`config.mk`:
```
export PLATFORM = sky130hd
export DESIGN_NAME = axi_rd_burst_slave
export DESIGN_NICKNAME = d
export VERILOG_FILES = /design/src/rtl/axi_rd_burst_slave.sv
export SDC_FILE = /design/constraint.sdc
export NUM_CORES = 1
export LEC_CHECK = 0
export BUFFER_PORTS_ARGS = -buffer_cell sky130_fd_sc_hd__buf_2
export CORE_ASPECT_RATIO = 0.5
export CORE_MARGIN = 4
export CORE_UTILIZATION = 47
export CTS_BUF_LIST = sky130_fd_sc_hd__clkbuf_16
export CTS_CLUSTER_DIAMETER = 150
export DETAILED_ROUTE_END_ITERATION = 8
export GPL_TIMING_DRIVEN = 0
export PLACE_DENSITY = 0.68
export SLEW_MARGIN = 25
export SYNTH_ARGS = -nofsm -noshare
export SYNTH_HDL_FRONTEND = slang
export SYNTH_SLANG_ARGS = --single-unit
export TNS_END_PERCENT = 5
```
`constraint.sdc`:
```
create_clock -name clk -period 3.5 [get_ports clk]
set_input_delay 0.525 -clock clk [delete_from_list [all_inputs] [get_ports clk]]
set_output_delay 0.525 -clock clk [all_outputs]
set_load 0.01 [all_outputs]
```
`src/rtl/axi_rd_burst_slave.sv`:
```
// rtl/axi_rd_burst_slave.sv - AXI read-burst slave: AR queue, one memory fetch per beat, SLVERR for illegal bursts
// Define AXI_RD_WRAP_EN to accept WRAP bursts; otherwise WRAP is answered with SLVERR beats.
module axi_rd_burst_slave #(
  parameter int IDW   = 12,
  parameter int AW    = 32,
  parameter int DW    = 64,
  parameter int DEPTH = 4
) (
  input  logic           clk,
  input  logic           resetn,
  input  logic [IDW-1:0] s_axi_arid,
  input  logic [AW-1:0]  s_axi_araddr,
  input  logic [7:0]     s_axi_arlen,
  input  logic [2:0]     s_axi_arsize,
  input  logic [1:0]     s_axi_arburst,
  input  logic           s_axi_arvalid,
  output logic           s_axi_arready,
  output logic [IDW-1:0] s_axi_rid,
  output logic [DW-1:0]  s_axi_rdata,
  output logic [1:0]     s_axi_rresp,
  output logic           s_axi_rlast,
  output logic           s_axi_rvalid,
  input  logic           s_axi_rready,
  output logic           mem_req,
  output logic [AW-1:0]  mem_addr,
  input  logic [DW-1:0]  mem_rdata,
  input  logic           mem_rvalid
);
  localparam int         PW       = $clog2(DEPTH);
  localparam logic [2:0] MAX_SIZE = 3'($clog2(DW/8));

  typedef enum logic [2:0] {IDLE, REQ, WAIT, RESP, ERR} state_t;

  typedef struct packed {
    logic [IDW-1:0] id;
    logic [AW-1:0]  addr;
    logic [7:0]     len;
    logic [2:0]     size;
    logic [1:0]     burst;
  } ar_t;

  ar_t            q_mem [DEPTH];
  logic [PW:0]    wr_ptr_q, rd_ptr_q;
  logic           q_full, q_empty, push, pop, head_legal;
  ar_t            head;

  state_t         state_q, state_d;
  logic [IDW-1:0] id_q, id_d;
  logic [7:0]     len_q, len_d;
  logic [2:0]     size_q, size_d;
  logic [1:0]     burst_q, burst_d;
  logic [AW-1:0]  beat_addr_q, beat_addr_d;
  logic [7:0]     beat_cnt_q, beat_cnt_d;
  logic [DW-1:0]  rdata_q, rdata_d;
  logic [AW-1:0]  step, incr_addr, next_addr;
  logic           last_beat;

  // Pointers carry one extra bit so full and empty are distinguishable.
  assign q_empty = (wr_ptr_q == rd_ptr_q);
  assign q_full  = (wr_ptr_q[PW-1:0] == rd_ptr_q[PW-1:0]) && (wr_ptr_q[PW] != rd_ptr_q[PW]);
  assign s_axi_arready = resetn && !q_full;
  assign push    = s_axi_arvalid && s_axi_arready;
  assign pop     = (state_q == IDLE) && !q_empty;
  assign head    = q_mem[rd_ptr_q[PW-1:0]];

  always_ff @(posedge clk) begin
    if (push) begin
      q_mem[wr_ptr_q[PW-1:0]] <= '{id: s_axi_arid, addr: s_axi_araddr, len: s_axi_arlen,
                                   size: s_axi_arsize, burst: s_axi_arburst};
    end
  end

  always_ff @(posedge clk or negedge resetn) begin
    if (!resetn) begin
      wr_ptr_q <= '0;
      rd_ptr_q <= '0;
    end else begin
      if (push) wr_ptr_q <= wr_ptr_q + 1'b1;
      if (pop)  rd_ptr_q <= rd_ptr_q + 1'b1;
    end
  end

  always_comb begin
    head_legal = (head.size <= MAX_SIZE) && (head.burst != 2'b11);
`ifdef AXI_RD_WRAP_EN
    if ((head.burst == 2'b10) && !(head.len inside {8'd1, 8'd3, 8'd7, 8'd15})) head_legal = 1'b0;
`else
    if (head.burst == 2'b10) head_legal = 1'b0;
`endif
  end

  assign step      = {{(AW-1){1'b0}}, 1'b1} << size_q;
  assign incr_addr = beat_addr_q + step;

`ifdef AXI_RD_WRAP_EN
  logic [AW-1:0] wrap_len, wrap_mask;
  // Legal wrap lengths are powers of two, so the window is a simple mask.
  assign wrap_len  = (AW'(len_q) + {{(AW-1){1'b0}}, 1'b1}) << size_q;
  assign wrap_mask = wrap_len - {{(AW-1){1'b0}}, 1'b1};
`endif

  always_comb begin
    next_addr = incr_addr;
    case (burst_q)
      2'b00:   next_addr = beat_addr_q;
`ifdef AXI_RD_WRAP_EN
      2'b10:   next_addr = (beat_addr_q & ~wrap_mask) | (incr_addr & wrap_mask);
`endif
      default: next_addr = incr_addr;
    endcase
  end

  assign last_beat = (beat_cnt_q == len_q);

  always_ff @(posedge clk or negedge resetn) begin
    if (!resetn) begin
      state_q     <= IDLE;
      id_q        <= '0;
      len_q       <= '0;
      size_q      <= '0;
      burst_q     <= '0;
      beat_addr_q <= '0;
      beat_cnt_q  <= '0;
      rdata_q     <= '0;
    end else begin
      state_q     <= state_d;
      id_q        <= id_d;
      len_q       <= len_d;
      size_q      <= size_d;
      burst_q     <= burst_d;
      beat_addr_q <= beat_addr_d;
      beat_cnt_q  <= beat_cnt_d;
      rdata_q     <= rdata_d;
    end
  end

  always_comb begin
    state_d     = state_q;
    id_d        = id_q;
    len_d       = len_q;
    size_d      = size_q;
    burst_d     = burst_q;
    beat_addr_d = beat_addr_q;
    beat_cnt_d  = beat_cnt_q;
    rdata_d     = rdata_q;
    case (state_q)
      IDLE: begin
        if (!q_empty) begin
          id_d        = head.id;
          len_d       = head.len;
          size_d      = head.size;
          burst_d     = head.burst;
          beat_addr_d = head.addr;
          beat_cnt_d  = '0;
          state_d     = head_legal ? REQ : ERR;
        end
      end
      REQ:  state_d = WAIT;
      WAIT: begin
        if (mem_rvalid) begin
          rdata_d = mem_rdata;
          state_d = RESP;
        end
      end
      RESP: begin
        if (s_axi_rready) begin
          if (last_beat) begin
            state_d = IDLE;
          end else begin
            beat_cnt_d  = beat_cnt_q + 8'd1;
            beat_addr_d = next_addr;
            state_d     = REQ;
          end
        end
      end
      ERR: begin
        if (s_axi_rready) begin
          if (last_beat) state_d = IDLE;
          else           beat_cnt_d = beat_cnt_q + 8'd1;
        end
      end
      default: state_d = IDLE;
    endcase
  end

  assign s_axi_rvalid = (state_q == RESP) || (state_q == ERR);
  assign s_axi_rresp  = (state_q == ERR) ? 2'b10 : 2'b00;
  assign s_axi_rdata  = (state_q == RESP) ? rdata_q : '0;
  assign s_axi_rid    = id_q;
  assign s_axi_rlast  = s_axi_rvalid && last_beat;
  assign mem_req      = (state_q == REQ);
  assign mem_addr     = beat_addr_q;

endmodule

```
Yosys cells after proc, flatten, opt, wreduce, memory -nomap -nowiden
Memory sizes are Yosys's and may differ from the RTL's.
Index checks and enable logic that the tools add are counted.
{ "classes": {"add_sub_neg": 4, "n_lt_le_gt_ge": 1, "n_eq_ne": 19, "shifts": 1, "mux": 22, "bitwise": 1, "reduce_logical": 19} }
{ "op_table": {"columns": ["operator", "n"], "rows": [
  ["$mux 32", 4],
  ["$mux 64", 1],
  ["$pmux 32 s2", 1],
  ["$add 32x32->32", 1],
  ["$shl 1x3->32 const A", 1],
  ["$mux 8", 3],
  ["$mux 3", 6],
  ["$ne 2x2->1 const B", 9],
  ["$pmux 8 s2", 1],
  ["$pmux 3 s5", 1],
  ["$reduce_and 5->1", 2],
  ["$add 8x1->8 const B", 1],
  ["$eq 8x8->1", 1],
  ["$add 3x1->3 const B", 2],
  ["$eq 3x2->1 const B", 2],
  ["$logic_and 1x1->1", 6],
  ["$mux 1", 4],
  ["$reduce_and 2->1", 2],
  ["$reduce_and 4->1", 1],
  ["$reduce_bool 2->1", 2],
  ["$eq 3x1->1 const B", 1],
  ["$eq 3x3->1", 1],
  ["$eq 3x3->1 const B", 1],
  ["$le 3x2->1 const B", 1],
  ["other kinds (11)", 12]
]} }
{ "word_totals": {"regBits": 138, "mem_bits_rw": 228, "inputBits": 126, "output_inout_bits": 114, "word_cells": 78, "memories": 1} }
{ "memory_table": {"columns": ["name", "words", "word_bits", "rd", "rd_ports_with_merged_regs", "wr", "line_no", "rtl"], "rows": [
  ["q_mem", 4, 57, 1, 0, 1, "42", "ar_t q_mem [DEPTH];"]
]} }

Longest topological paths before layout
Gate-level depths: netlist of the first run.
{ "logic_depth": {"depth_word": 7, "ltp_mapped": 11} }

Least setup slack after synthesis of the first run
OpenSTA, ideal clock, no wires.
{ "synth_timing": {"path_type": "reg-to-reg", "start": "reg rd_ptr_q[0]", "end": "mem q_mem[3][0] (netlist bit) (enable)", "arrival_time_ns": 2.799, "required_ns": 3.077, "path_slack_ns": 0.278, "path_stages_with_launch": 6, "cell_sequence": "dfrtp_1 > buf_6 > xor2_1 > nor2_1 > a21boi_0 > and3_1"} }
{ "synth_between": {"elab_chain_cells": 7} }
{ "synth_rtl": {"columns": ["item", "line_no", "rtl"], "rows": [
  ["start, declared", "43", "logic [PW:0] wr_ptr_q, rd_ptr_q;"],
  ["start signal, assigned", "79", "if (pop) rd_ptr_q <= rd_ptr_q + 1'b1;"],
  ["$eq 2x2->1", "60", "assign q_full = (wr_ptr_q[PW-1:0] == rd_ptr_q[PW-1:0]) && (wr_ptr_q[PW] != rd_ptr_q[PW]);"],
  ["$logic_and 1x1->1", "60", null],
  ["$logic_not 1->1", "61", "assign s_axi_arready = resetn && !q_full;"],
  ["$logic_and 1x1->1", "61", null],
  ["via s_axi_arready", "17", "output logic s_axi_arready,"],
  ["$logic_and 1x1->1", "62", "assign push = s_axi_arvalid && s_axi_arready;"],
  ["$mux 1", "67", "if (push) begin"],
  ["$mux 1 (implied by the code)", "68", "q_mem[wr_ptr_q[PW-1:0]] <= '{id: s_axi_arid, addr: s_axi_araddr, len: s_axi_arlen,"],
  ["end, declared", "42", null]
]} }
The timed path passes the listed nets, and every way through them passes these cells.

Final worst setup path of the first run
{ "layout_timing": {"start": "reg state_q[1]", "end": "out s_axi_rdata[9]"} }
{ "layout_between": {"elab_chain_cells": 2} }
{ "layout_rtl": {"columns": ["item", "line_no", "rtl"], "rows": [
  ["start, declared", "47", "state_t state_q, state_d;"],
  ["start signal, assigned", "126", "state_q <= state_d;"],
  ["$eq 3x2->1", "188", "assign s_axi_rdata = (state_q == RESP) ? rdata_q : '0;"],
  ["$mux 64", "188", null],
  ["end, declared", "19", "output logic [DW-1:0] s_axi_rdata,"]
]} }
Every way passes these cells.

==> results of run 1 <==
worst max-delay path, stage by stage (launching register included):
cell and delay [ns]:
dfrtp_1 0.32, buf_2 0.19, inv_1 0.12, nor3b_2 0.41, clkbuf_2 0.43, clkbuf_1 0.41, and2_1 0.20, buf_2 0.13
power by group through the flow:
stage	sequential (uW)	combinational, uW	clock, uW
global placement	6400	6090	0
global route	6460	6890	3980
detailed placement	6430	6290	0
floorplan	6370	4090	0
CTS	6350	6340	3800
finish	6350	6310	3720
path summary, 6_finish.rpt:
kind	depth (start not counted)	from	slack [ns]	endpoint
worst max-delay path	7	state_q[1]	0.22	s_axi_rdata[9]
worst min-delay path	1	s_axi_arid[9]	0.21	q_mem[0][54]
worst max register to register	9	size_q[0]	0.37	mem_addr[31]
worst min register to register	2	s_axi_rid[4]	0.47	s_axi_rid[4]
max in group asynchronous	3	resetn	2.17	s_axi_rid[2]
min in group asynchronous	2	resetn	0.53	rdata_q[31]
through the flow:
stage	std cells	setup slack, ns
global route	1767	0.0585
global placement	1697	-3.12
finish	1767	0.221
CTS	1765	0.162
detailed placement	1702	0.225
floorplan	1027	0.278
sequential cells by signal (all words and copies together), names as in the netlist:
register	count
beat_cnt_q	8
state_q	3
s_axi_rid	12
wr_ptr_q	3
size_q	3
rdata_q	64
burst_q	2
mem_addr	32
len_q	8
q_mem	228
rd_ptr_q	3
placed cells by master (no fill, tap or decap), types with 20 or more instances in the layout:
master     instances
dfrtp_1          138
mux4_2            57
buf_2            257
clkbuf_1          25
clkbuf_16         35
inv_1             20
o21ai_0           22
and2_1            66
mux2_2            65
nor2_1            43
nand2_1          120
edfxtp_1         228
a21oi_1           24
layout make-up:
type                            instances  area share
Tap cell                              432      0.0293
Multi-Input combinational cell        597       0.264
Clock buffer                           35      0.0475
Timing Repair Buffer                  244      0.0715
Clock inverter                         27      0.0129
Sequential cell                       366       0.559
Inverter                               10     0.00204
Buffer                                 55      0.0136
Antenna cell                            1    0.000136
repair_timing:
action                                  4_1_cts  5_1_grt
pin swaps                                     0        1
endpoints found under the setup margin       42      107
resized for setup                             1        2
endpoints found under the hold margin        55        0
gates cloned                                  0        1
hold buffers                                  1        0
logic make-up (layout without fill, tap and decap cells):
kind of cell / count (synthesis) / count (layout) / share of synthesized area
DFF: 366 / 366 / 0.667
and+or+nand+nor: 314 / 315 / 0.103
muxes: 128 / 128 / 0.135
AOI/OAI and AO/OA: 119 / 119 / 0.0525
buffers and inverters: 65 / 371 / 0.0186
xor gates and xnor gates: 19 / 19 / 0.0108
adders and majority gates: 15 / 15 / 0.0126
other: 1 / 2 / 0.000243
metal layers:
metal / track usage / wire [um] / part of all wire
met5: 0 / 12 / 0.00032
met2: 0.358 / 18700 / 0.49
met1: 0.265 / 15500 / 0.41
met4: 0.0677 / 1260 / 0.033
met3: 0.0425 / 2450 / 0.065
==> results.yml, run 1 <==
finish:
  design_area_mm2: 0.0184
  drive_above_1_share: 0.340
  multiInputGateArea_mm2: 0.00488
  synthToLayoutAreaGrowth_pct: 19.5
  nNetsFinal: 1449
  utilization: 0.576
  ff_latch_area_mm2: 0.0103
  fillers: 2547
run_status:
  status: "finished clean"
pwr:
  p_leak_uw: 0.00741
  p_int_uw: 10600
  power_density_mw_per_mm2: 888
  comb_power_share: 0.385
  p_sw_frac: 0.355
  seqPwrFrac: 0.388
  switchingPower_uw: 5810
  p_clk_frac: 0.227
  peakVddDrop_mv: 0.361
  finalPower_uw: 16400
placement:
  placed_area_mm2: 0.0173
  gp_congestion: 0.916
  portBuffers: 238
  place_hpwl_um: 26000
clock_network:
  htreeDepth: 2
  cts_tree: "yes"
  path_clk_slew_ns: 0.07
  numCtsBuffers: 34
  clock_latency_ns: 0.53
  cts_sinks: 366
  cts_buffer_depth: 3
  ctsRootBufferMaster: "clkbuf_16"
  post-cts-setup-buffers: 0
route:
  drc_errors: 0
  wl_um: 37900
  initialDrtViolationCount: 844
  viasPerCell: 5.54
  wl_per_cell_um: 21.4
  route.vias.total: 9793
  drt_first_pass_iters: 6
  ant_nets: 0
min_path:
  hold_path_class: "in2reg"
logic_synthesis:
  synth_edf_count: 228
  synth_commonest_cells: "edfxtp_1, dfrtp_1, nand2_1, and2_1, mux2_2"
  synth_cells: 1027
  async_reset_ff_frac: 0.377
  yosys-top-cells-area: "edfxtp_1, dfrtp_1, mux4_2"
  synth_area_leader_cell: "edfxtp_1"
  synth_area_mm2: 0.0154
  syn_avg_cell_area_um2: 15.0
  yosys.area.top_type_share: 0.444
  ys_ff_latch: 366
  ys_types: 66
  yosys_warnings: 0
  synth_ff_type: "edfxtp_1"
  synthMostInstantiatedCell: "edfxtp_1"
  ys_seq_area_frac: 0.667
  syn_nets: 1168
timing:
  tightest_slew_ns: 0.722
  final_hold_viol_count: 0
  relSlewSlack: 0.506
  max_freq_mhz: 305
  rsz0062_at_grt: "no"
  tns_ns: 0
  min_period_ns: 3.28
  drv_slew: 0
  fin_crit_sh: 0.937
  setup_viol: 0
  skew_ns: 0.0215
  holdWs_ns: 0.207
critical_path:
  worstSetupEndpointType: "output port"
  cp_max_fo: 10
  worst-endpoint-required_ns: 2.97
  setup.worst_path.class: "reg2out"
  cp-start-kind: "flip-flop"
  crit_arrival_ns: 2.75
die:
  die_area_mm2: 0.0360
  num_rows: 46
  die_y_um: 136
  ios: 240
  start_util: 0.482
  die_w_um: 264
  core_mm2: 0.0320
grt:
  grt_usage: 0.207
  grt_pass1_vias: 10100
  grt_start_max_net_pins: 85
  grt_overflow: 0
  grt_pass1_wl_um: 57700
  grt_antenna_before_repair: 2
job:
  maxCapViolCount: 0
No activity file was read; power rests on OpenSTA's default activity.
==> run 2: changes to the inputs <==
--- a/config.mk
+++ b/config.mk
@@ -8,12 +8,12 @@
 export BUFFER_PORTS_ARGS = -buffer_cell sky130_fd_sc_hd__buf_2
 export CORE_ASPECT_RATIO = 0.5
 export CORE_MARGIN = 4
-export CORE_UTILIZATION = 47
+export CORE_UTILIZATION = 55
 export CTS_BUF_LIST = sky130_fd_sc_hd__clkbuf_16
 export CTS_CLUSTER_DIAMETER = 150
 export DETAILED_ROUTE_END_ITERATION = 8
 export GPL_TIMING_DRIVEN = 0
-export PLACE_DENSITY = 0.68
+export PLACE_DENSITY = 0.78
 export SLEW_MARGIN = 25
 export SYNTH_ARGS = -nofsm -noshare
 export SYNTH_HDL_FRONTEND = slang
==> run 2 against run 1 <==
  * Critical path type unchanged
  * Fmax down 1.1%
  * Largest cell class unchanged
  * Final cell count down 3.1%
  * Highest routed layer unchanged
  * Setup slack worse by 0.035 ns
  * Wire length down 1.2%
  * Sequential share of layout area up 0.34 points
  * Utilization up 8.7 points
  * Critical path depth unchanged
  * Count of clock-buffer cells in the layout down 4
==> results.yml, run 2 (synthesis gave the netlist of run 1 again) <==
run_status:
  status: "finished clean"
route:
  wl_um: 37400
  route.vias.total: 9896
  wl_per_cell_um: 21.9
  ant_nets: 0
  drc_errors: 0
  drt_first_pass_iters: 5
  viasPerCell: 5.78
  initialDrtViolationCount: 826
die:
  core_mm2: 0.0277
  die_w_um: 245
  ios: 240
  num_rows: 43
  start_util: 0.558
  die_y_um: 126
  die_area_mm2: 0.0310
placement:
  place_hpwl_um: 25800
  dp_cells: 1652
  portBuffers: 238
  gp_congestion: 0.948
critical_path:
  crit_arrival_ns: 2.79
  cp_cell_sequence: "buf_2 > inv_1 > nor3b_2 > buf_2 > clkbuf_1 > and2_1 > buf_2"
  r2r_setup_slack_ns: 0.34
  rr_startpoint: "size_q[0]"
  crit_start: "state_q[1]"
  setup.worst_path.class: "reg2out"
  cp_max_fo: 10
  crit_slowest_cell: "buf_2"
  worstSetupEndpointType: "output port"
  reg2reg_to: "mem_addr[28]"
  r2r_cells: 10
  cp-start-kind: "flip-flop"
  crit_top_cell: "buf_2"
  worst-endpoint-required_ns: 2.97
  max_stage_delay_ns: 0.41
timing:
  max_freq_mhz: 302
  drv_slew: 0
  min_period_ns: 3.31
  final_hold_viol_count: 0
  fin_crit_sh: 0.947
  tightest_slew_ns: 0.812
  rsz0062_at_grt: "no"
  skew_ns: 0.0134
  setup_viol: 0
  relSlewSlack: 0.451
finish:
  ff_latch_area_mm2: 0.0103
  nNetsFinal: 1445
  utilization: 0.663
  final_common_cell: "buf_2"
  fillers: 1963
  synthToLayoutAreaGrowth_pct: 18.8
  drive_above_1_share: 0.340
  stdcell_count: 1712
  multiInputGateArea_mm2: 0.00486
  final_cell_mix: "buf_2, edfxtp_1, dfrtp_1"
  largest_reg_flops: 228
pwr:
  peakVddDrop_mv: 0.486
  p_leak_uw: 0.00738
  power_density_mw_per_mm2: 883
min_path:
  hold_depth: 1
  hp-start: "s_axi_arid[0]"
  holdPathEnd: "q_mem[1][45]"
  hold_path_class: "in2reg"
job:
  maxCapViolCount: 0
clock_network:
  cts_buffer_depth: 3
  path_clk_slew_ns: 0.07
  numCtsBuffers: 31
  post-cts-setup-buffers: 0
  cts_sinks: 366
  cts_tree: "yes"
  clock_latency_ns: 0.58
  ctsRootBufferMaster: "clkbuf_16"
  htreeDepth: 1
grt:
  grt_start_max_net_pins: 85
  grt_antenna_before_repair: 4
  grt_usage: 0.239
  grt_pass1_wl_um: 57100
  grt_overflow: 0
  grt_pass1_vias: 10000
## run 2: worst max path at each step
stage	endpoint	slack, ns	cells past startpoint
final	s_axi_rdata[56]	0.19	7
after global routing	s_axi_rdata[56]	0.02	7
after floorplan	q_mem[3][0]	0.28	5
after CTS	s_axi_rdata[56]	0.11	7
after detailed placement	q_mem[0][55]	0.35	5
after global placement	q_mem[3][27]	-2.97	3
## run 2: per-stage QoR
stage | TNS (ns) | power (uW) | setup WS, ns | hold slack [ns] | area, um^2
6_report | 0 | 16200 | 0.186 | 0.153 | 18300
5_1_grt | 0 | 17100 | 0.0202 | 0.137 | 18300
4_1_cts | 0 | 16300 | 0.111 | 0.128 | 18300
3_5_place_dp | 0 | 12700 | 0.351 | 0.462 | 17300
3_3_place_gp | -688.32 | 12500 | -2.97 | 0.458 | 17100
2_1_floorplan | 0 | 10500 | 0.278 | 0.229 | 15400
## run 2: what timing repair did
item | 4_1_cts | 5_1_grt
hold endpoints to repair | 55 | 0
endpoints found under the setup margin | 52 | 2
hold buffers | 1 | 0
gates resized for setup | 1 | 2
## run 2: power breakdown
part,internal (uW),switching (uW),leakage (uW)
logic,2710,3550,0.00310
clock network,1990,1550,0.000546
registers,5730,646,0.00373
## run 2: cell type report
class | count | area share
tap | 382 | 0.0261
clock inverter | 27 | 0.0148
multi-input combinational | 596 | 0.265
clock buffer | 31 | 0.0423
timing repair buffer | 244 | 0.0736
antenna | 1 | 0.000137
buffer | 55 | 0.0137
sequential | 366 | 0.562
inverter | 10 | 0.00205
## run 2: metal layers
| layer | vias up | part of all wire | GRT usage |
|---|---|---|---|
| li1 | 4407 | - | - |
| met2 | 440 | 0.50 | 0.415 |
| met4 | 6 | 0.031 | 0.0700 |
| met3 | 83 | 0.080 | 0.0515 |
| met1 | 4960 | 0.39 | 0.309 |
| met5 | - | 0.0011 | 0 |
## run 2: worst max-delay path: cells and delay by family, from the launching register on
family | cells | cell delay, ns
DFF | 1 | 0.32
buffers and inverters | 5 | 1.23
and+or+nand+nor | 2 | 0.66
==> run 3: changes to the inputs <==
--- a/config.mk
+++ b/config.mk
@@ -6,7 +6,6 @@
 export NUM_CORES = 1
 export LEC_CHECK = 0
 export BUFFER_PORTS_ARGS = -buffer_cell sky130_fd_sc_hd__buf_2
-export CORE_ASPECT_RATIO = 0.5
 export CORE_MARGIN = 4
 export CORE_UTILIZATION = 55
 export CTS_BUF_LIST = sky130_fd_sc_hd__clkbuf_16
==> constraint.sdc (replaced) <==
create_clock -name clk -period 3.5 [get_ports clk]
set_input_delay 0.35 -clock clk [delete_from_list [all_inputs] [get_ports clk]]
set_output_delay 0.35 -clock clk [all_outputs]
set_load 0.01 [all_outputs]
==> run 3 against run 2 <==
  * Setup slack got worse by 0.068 ns
  * Global-route usage decreased by 0.69 points
  * Non-clock buffer count unchanged
  * Critical path type unchanged
  * Largest power group unchanged
  * Final cell count increased by 0.47%
  * Highest routed layer unchanged
==> results.yml, run 3 (synthesis gave the netlist of run 1 again) <==
clock_network:
  clock_latency_ns: 0.53
  path_clk_slew_ns: 0.06
  cts_buffer_depth: 3
  cts_sinks: 366
  htreeDepth: 2
  numCtsBuffers: 38
  ctsRootBufferMaster: "clkbuf_16"
  post-cts-setup-buffers: 0
  cts_tree: "yes"
timing:
  relSlewSlack: 0.478
  rsz0062_at_grt: "no"
  drv_slew: 0
  holdWs_ns: 0.0446
  fin_crit_sh: 0.966
  fin_ws_ns: 0.118
  skew_ns: 0.0247
  min_period_ns: 3.38
  tns_ns: 0
  max_freq_mhz: 296
  tightest_slew_ns: 0.784
  final_hold_viol_count: 0
  setup_viol: 0
placement:
  portBuffers: 238
  placed_area_mm2: 0.0172
  dpl_worst_slack_ns: 0.564
  gp_congestion: 0.929
  place_hpwl_um: 24900
run_status:
  status: "finished clean"
finish:
  fillers: 1951
  drive_above_1_share: 0.342
  design_area_mm2: 0.0184
  final_common_cell: "buf_2"
  final_cell_mix: "buf_2, edfxtp_1, dfrtp_1"
  utilization: 0.665
  synthToLayoutAreaGrowth_pct: 19.3
  largest_reg_flops: 228
  nNetsFinal: 1452
critical_path:
  rr_startpoint: "size_q[0]"
  worstSetupEndpointType: "output port"
  worst-endpoint-required_ns: 3.15
  crit_arrival_ns: 3.03
  cp_max_fo: 10
  crit_start: "state_q[1]"
  cp-start-kind: "flip-flop"
  setup.worst_path.class: "reg2out"
grt:
  grt_pass1_wl_um: 55800
  grt_antenna_before_repair: 5
  grt_overflow: 0
  grt_start_max_net_pins: 92
  grt_usage: 0.232
  grt_pass1_vias: 9843
route:
  drc_errors: 0
  viasPerCell: 5.69
  route.vias.total: 9785
  drt_first_pass_iters: 5
  ant_nets: 0
  initialDrtViolationCount: 709
  wl_um: 36000
  wl_per_cell_um: 20.9
min_path:
  hold_path_class: "in2reg"
  hp-start: "s_axi_arid[0]"
pwr:
  power_density_mw_per_mm2: 886
  peakVddDrop_mv: 0.500
  p_leak_uw: 0.00742
die:
  num_rows: 61
  die_area_mm2: 0.0308
  die_w_um: 176
  start_util: 0.557
  die_y_um: 176
  core_mm2: 0.0277
  ios: 240
job:
  maxCapViolCount: 0
==> run 3: worst max-delay path, cell delays in order, from the launching register on <==
cell	delay (ns)
dfrtp_1	0.33
buf_2	0.20
inv_1	0.13
nor3b_2	0.43
buf_1	0.65
clkbuf_1	0.42
and2_1	0.22
buf_2	0.14
==> run 3: area by class of cell <==
| type | count | area, um^2 | area share |
|---|---|---|---|
| Multi-Input combinational cell | 596 | 4860 | 0.264 |
| Buffer | 55 | 250 | 0.0136 |
| Sequential cell | 366 | 10300 | 0.559 |
| Tap cell | 378 | 473 | 0.0257 |
| Timing Repair Buffer | 244 | 1320 | 0.0716 |
| Inverter | 10 | 37.5 | 0.00204 |
| Clock inverter | 29 | 164 | 0.00890 |
| Clock buffer | 40 | 1000 | 0.0544 |
| Antenna cell | 2 | 5.00 | 0.000272 |
==> run 3: repair_timing <==
action,CTS,global route
hold buffers,1,0
endpoints found under the setup margin,0,2
hold endpoints to repair,47,0
gates resized for setup,0,1
==> run 3: routing by layer <==
metal | part of all wire | wire, um | track usage | vias up
met5 | 0.0014 | 52 | 0 | -
met4 | 0.023 | 846 | 0.0617 | 8
met3 | 0.086 | 3090 | 0.0553 | 67
met2 | 0.49 | 17600 | 0.383 | 426
met1 | 0.40 | 14400 | 0.316 | 4839
li1 | - | - | - | 4445
==> run 3: per-stage QoR <==
stage | power, uW | cells
2_1_floorplan | 10500 | 1027
3_3_place_gp | 12400 | 1643
3_5_place_dp | 12700 | 1648
4_1_cts | 16400 | 1718
5_1_grt | 17300 | 1719
6_report | 16300 | 1720
==> run 3: power by group <==
| part | leakage, uW | total, uW | internal [uW] | switching, uW |
|---|---|---|---|---|
| sequential | 0.00373 | 6350 | 5730 | 621 |
| clock | 0.000603 | 3760 | 2140 | 1610 |
| combinational | 0.00309 | 6210 | 2700 | 3500 |
==> run 3: worst paths after layout <==
| check | slack (ns) | depth (start not counted) | to |
|---|---|---|---|
| min reg2reg | 0.47 | 2 | s_axi_rid[7] |
| min in group asynchronous | 0.34 | 2 | rdata_q[30] |
| max | 0.12 | 7 | s_axi_rdata[60] |
| min | 0.04 | 1 | q_mem[0][45] |
| max in group asynchronous | 2.34 | 3 | mem_addr[11] |
| max reg2reg | 0.56 | 9 | mem_addr[25] |
